`src/rtl/mem_port_arbiter.sv`:
```
// Shares one 64-bit memory port between instruction fetch and data access.
// One outstanding transaction; data side has priority, bounded by a streak limit.
module mem_port_arbiter #(
  parameter int ADDR_W     = 64,
  parameter int DATA_W     = 64,
  parameter int MTYPE_W    = 3,
  parameter int STREAK_MAX = 4
) (
  input  logic               clk,
  input  logic               reset,
  input  logic               if_req,
  input  logic [ADDR_W-1:0]  if_addr,
  output logic               if_gnt,
  output logic               if_rvalid,
  output logic [31:0]        if_rdata,
  input  logic               dm_req,
  input  logic               dm_we,
  input  logic [ADDR_W-1:0]  dm_addr,
  input  logic [DATA_W-1:0]  dm_wdata,
  input  logic [MTYPE_W-1:0] dm_type,
  output logic               dm_gnt,
  output logic               dm_rvalid,
  output logic [DATA_W-1:0]  dm_rdata,
  output logic               mem_req,
  output logic               mem_we,
  output logic [ADDR_W-1:0]  mem_addr,
  output logic [DATA_W-1:0]  mem_wdata,
  output logic [MTYPE_W-1:0] mem_type,
  input  logic               mem_ready,
  input  logic [DATA_W-1:0]  mem_rdata
);

  typedef enum logic [1:0] {IDLE, BUSY_I, BUSY_D} state_t;

  localparam int STREAK_W = 4;
  // Fetches are issued as word, unsigned (funct3-style LWU encoding).
  localparam logic [MTYPE_W-1:0] IF_TYPE = MTYPE_W'(3'b110);

  state_t              state, state_next;
  logic [STREAK_W-1:0] streak;

  // NOTE: all state below uses non-blocking assignments so every register
  // samples pre-edge values regardless of process ordering.
  always_ff @(posedge clk or negedge reset) begin
    if (!reset) state <= IDLE;
    else        state <= state_next;
  end

  // NOTE: every output of this block gets a default first, so no path
  // through the case can leave a signal unassigned and infer a latch.
  always_comb begin
    state_next = state;
    dm_gnt     = 1'b0;
    if_gnt     = 1'b0;
    unique case (state)
      IDLE: begin
        if (dm_req && (!if_req || streak < STREAK_W'(STREAK_MAX))) begin
          dm_gnt     = 1'b1;
          state_next = BUSY_D;
        end else if (if_req) begin
          if_gnt     = 1'b1;
          state_next = BUSY_I;
        end
      end
      BUSY_I, BUSY_D: begin
        if (mem_ready) state_next = IDLE;
      end
      default: state_next = IDLE;
    endcase
  end

  // Data-side grants only count against fetch while fetch is actually waiting.
  always_ff @(posedge clk or negedge reset) begin
    if (!reset) begin
      streak <= '0;
    end else if (!if_req || if_gnt) begin
      streak <= '0;
    end else if (dm_gnt && streak < STREAK_W'(STREAK_MAX)) begin
      streak <= streak + 1'b1;
    end
  end

  // NOTE: the datapath registers are reset too, because every output must
  // read 0 during reset and a pending response must not survive it.
  always_ff @(posedge clk or negedge reset) begin
    if (!reset) begin
      mem_req   <= 1'b0;
      mem_we    <= 1'b0;
      mem_addr  <= '0;
      mem_wdata <= '0;
      mem_type  <= '0;
      if_rvalid <= 1'b0;
      if_rdata  <= '0;
      dm_rvalid <= 1'b0;
      dm_rdata  <= '0;
    end else begin
      if_rvalid <= 1'b0;
      dm_rvalid <= 1'b0;
      if (dm_gnt) begin
        mem_req   <= 1'b1;
        mem_we    <= dm_we;
        mem_addr  <= dm_addr;
        mem_wdata <= dm_wdata;
        mem_type  <= dm_type;
      end else if (if_gnt) begin
        mem_req   <= 1'b1;
        mem_we    <= 1'b0;
        mem_addr  <= if_addr;
        mem_wdata <= '0;
        mem_type  <= IF_TYPE;
      end
      // mem_* are left untouched while waiting so the memory sees a stable request.
      if (state == BUSY_I && mem_ready) begin
        mem_req   <= 1'b0;
        if_rvalid <= 1'b1;
        if_rdata  <= mem_addr[2] ? mem_rdata[63:32] : mem_rdata[31:0];
      end
      if (state == BUSY_D && mem_ready) begin
        mem_req   <= 1'b0;
        dm_rvalid <= 1'b1;
        dm_rdata  <= mem_we ? '0 : mem_rdata;
      end
    end
  end

endmodule

```
`config.mk`:
```
export PLATFORM = sky130hd
export DESIGN_NAME = mem_port_arbiter
export DESIGN_NICKNAME = d
export VERILOG_FILES = /design/src/rtl/mem_port_arbiter.sv
export SDC_FILE = /design/constraint.sdc
export NUM_CORES = 1
export LEC_CHECK = 0
export CAP_MARGIN = 0
export CORE_AREA = 2 2 193 195
export CTS_CLUSTER_DIAMETER = 40
export DETAILED_ROUTE_END_ITERATION = 8
export DIE_AREA = 0 0 195 197
export PLACE_DENSITY_LB_ADDON = 0.12
export SETUP_SLACK_MARGIN = 0.15
export SYNTH_ARGS = -nofsm -noshare
export SYNTH_HDL_FRONTEND = slang
export SYNTH_SLANG_ARGS = --single-unit
export TNS_END_PERCENT = 10
```
`constraint.sdc`:
```
create_clock -name clk -period 2 [get_ports clk]
set_input_delay 0.3 -clock clk [delete_from_list [all_inputs] [get_ports clk]]
set_output_delay 0.3 -clock clk [all_outputs]
set_load 0.02 [all_outputs]
```
==> results.json <==
{
  "drv_slew": 0,
  "clkTransAtPathRegs_ps": 50,
  "cp.arrival_ps": 1630,
  "combPwrFrac_pct": 47.6,
  "crit_end": "if_gnt",
  "rsz0062_at_grt": "true",
  "grt_usage_pct": 19.4,
  "yosysUniqueCellTypes": 30,
  "syn-num-nets": 1236,
  "ys_ff_latch": 237,
  "synth_top_area_cell": "dfrtp_1",
  "die_w_microns": 195,
  "status": "completed",
  "syn_area_sq_um": 10300,
  "reg2reg_depth": 10,
  "cts_tree": "yes",
  "io_buffers": 497,
  "synth-edff-count": 0,
  "critPathKind": "register to primary output",
  "die_area_sq_um": 38400,
  "ir_worst_vdd_uv": 841,
  "endpoint_kind": "primary output",
  "grt_pass1_vias": 9730,
  "switchingPower_uw": 11700,
  "drt-initial-drc-count": 258,
  "avgSynthCellArea_sq_um": 10.6,
  "power.total_uw": 31200,
  "met2_usage_pct": 32.1,
  "ys_seq_area_share_pct": 57.7,
  "yosys_warnings": 0,
  "viasPerCell": 4.65,
  "final_layout_size_suffix_gt1_share_pct": 11.2,
  "antenna_found_initial": 3,
  "grt_max_degree": 67,
  "finalCritPeriodShare_pct": 96.3,
  "clock_latency_ps": 530,
  "grt_pass1_wl_mm": 58.1,
  "synthTopCellsByArea": "dfrtp_1, o211ai_1, a22o_1, nand2_1, nand2b_1",
  "use_met3_pct": 6.40,
  "r2r_slack_ps": 230,
  "pin_count": 498,
  "drtPass1Iterations": 4,
  "min_period_ps": 1930,
  "routed_wl_mm": 37.9,
  "critPathRequiredTime_ps": 1700,
  "synth_top_area_share_pct": 57.7,
  "cts_buffer_depth": 3,
  "p_sw_share_pct": 37.6,
  "clockRootBuffer": "clkbuf_16",
  "grt-ovfl-total": 0,
  "place.gp.congestion": 0.776,
  "drv_cap": 0,
  "syn_to_final_growth_pct": 72.8,
  "worst_pin_slew_ps": 611,
  "fmax_mhz": 519,
  "power_frac_seq_pct": 27.3,
  "crit_fanout": 3,
  "h-tree-depth": 2,
  "setup_tns_ps": 0,
  "initial_utilization_pct": 28.3,
  "cp-startpoint": "state[0]",
  "worst_hold_slack_ps": 260,
  "cts.sinks": 237,
  "numCtsBuffers": 45,
  "nets": 1751,
  "fin_worst_skew_ps": 24.0,
  "hold_class": "input port to async pin",
  "coreArea_sq_um": 36300,
  "num_rows": 70,
  "power_density_nw_per_um2": 1750,
  "setup_viol": 0,
  "wl_per_cell_microns": 19.1,
  "top_usage_layer": "met2",
  "synth_cells": 967,
  "dp_hpwl_mm": 26.8,
  "p_clk_share_pct": 25.1,
  "synthArstFlopShare_pct": 100,
  "drt.antenna.violating_nets": 0,
  "drc": 0,
  "startpoint_type": "register",
  "gr-usage-met1_pct": 23.8,
  "r2r_end": "mem_addr[42]",
  "synth_flop_cell": "dfrtp_1",
  "max_slew_margin_pct": 59.3,
  "vias": 9228,
  "leakage_uw": 0.00780,
  "power.internal_uw": 19400,
  "layout_commonest_cell": "clkdlybuf4s50_1",
  "die_h_microns": 197,
  "reg2reg_from": "state[0]",
  "layout_common_cells": "clkdlybuf4s50_1, dfrtp_1, nand2_1, o211ai_1, a22o_1",
  "finalHoldViolations": 0
}
-- worst min-delay path by stage --
stage | depth (start not counted) | end | start | slack, ps
5_1_grt | 2 | dm_rdata[63] | reset | 280
3_5_place_dp | 1 | dm_rdata[63] | reset | 220
2_1_floorplan | 0 | dm_rdata[0] | reset | 4
6_report | 2 | dm_rdata[63] | reset | 260
3_3_place_gp | 1 | dm_rdata[63] | reset | 220
4_1_cts | 2 | dm_rdata[63] | reset | 250
-- per-stage QoR --
stage	cells	util [%]	cell area (sq um)	setup WS, ps
final	1986	49.0	17800	73.3
after global routing	1986	49.0	17800	7.68
after global placement	1888	44.1	16000	163
after detailed placement	1888	44.1	16000	120
after floorplan	967	-	10300	431
after CTS	1977	48.7	17700	52.9
-- what timing repair did --
item | CTS | global route
hold buffers | 1 | 0
setup endpoints to repair | 44 | 116
cloned | 0 | 0
setup buffers | 8 | 6
resized for setup | 13 | 11
pin swaps | 3 | 3
hold endpoints to repair | 32 | 0
-- kinds of logic (layout without fill, tap and decap cells) --
group,count (synthesis),count (layout),synth area share [%]
other,0,3,0
adders and majority gates,4,4,0.487
muxes,34,34,3.32
DFF,237,237,57.7
and+or+nand+nor,240,240,10.6
buffers and inverters,151,699,6.43
AOI/OAI and AO/OA,301,301,21.4
-- layout make-up --
type	instances	area (sq um)
Multi-Input combinational cell	579	3740
Antenna cell	3	7.51
Tap cell	468	586
Timing Repair Buffer	551	5660
Fill cell	3439	18500
Sequential cell	237	5930
Clock buffer	53	1230
Clock inverter	27	345
Inverter	68	258
-- metal layers --
layer  up-vias  share of wire (%)
met1      4435                 41
met5         -                  0
met3        49                8.1
met2       348                 48
li1       4396                  -
met4         0                2.5
-- critical path: stages, from the launching register on --
cell	delay, ps
dfrtp_1	390
inv_2	80
ha_4	170
a21boi_2	170
and2_4	160
buf_12	110
-- power by group through the flow --
stage	logic [uW]	registers (uW)	clock network, uW
final	14800	8500	7810
after global routing	15900	8830	8240
after CTS	15000	8510	8000
after detailed placement	14900	8490	0
after global placement	14800	8500	0
after floorplan	4490	11300	0
-- flip-flops by register name, indices dropped and copies added, names as in the netlist --
register and count:
streak 4, mem_we 1, mem_type 3, mem_req 1, dm_rvalid 1, state 2, dm_rdata 64, mem_wdata 64
if_rvalid 1, mem_addr 64, if_rdata 32
-- synthesized netlist by cell type (all sizes together), types with 3 or more instances --
cell / number
dfrtp: 237
nand2: 131
nor2b: 3
mux2i: 33
inv: 68
o21a: 4
nor2: 35
a22o: 66
a21oi: 33
buf: 52
nand2b: 64
o21ai: 66
o211ai: 128
ha: 4
clkbuf: 31
(Power assumes the default switching activity.)
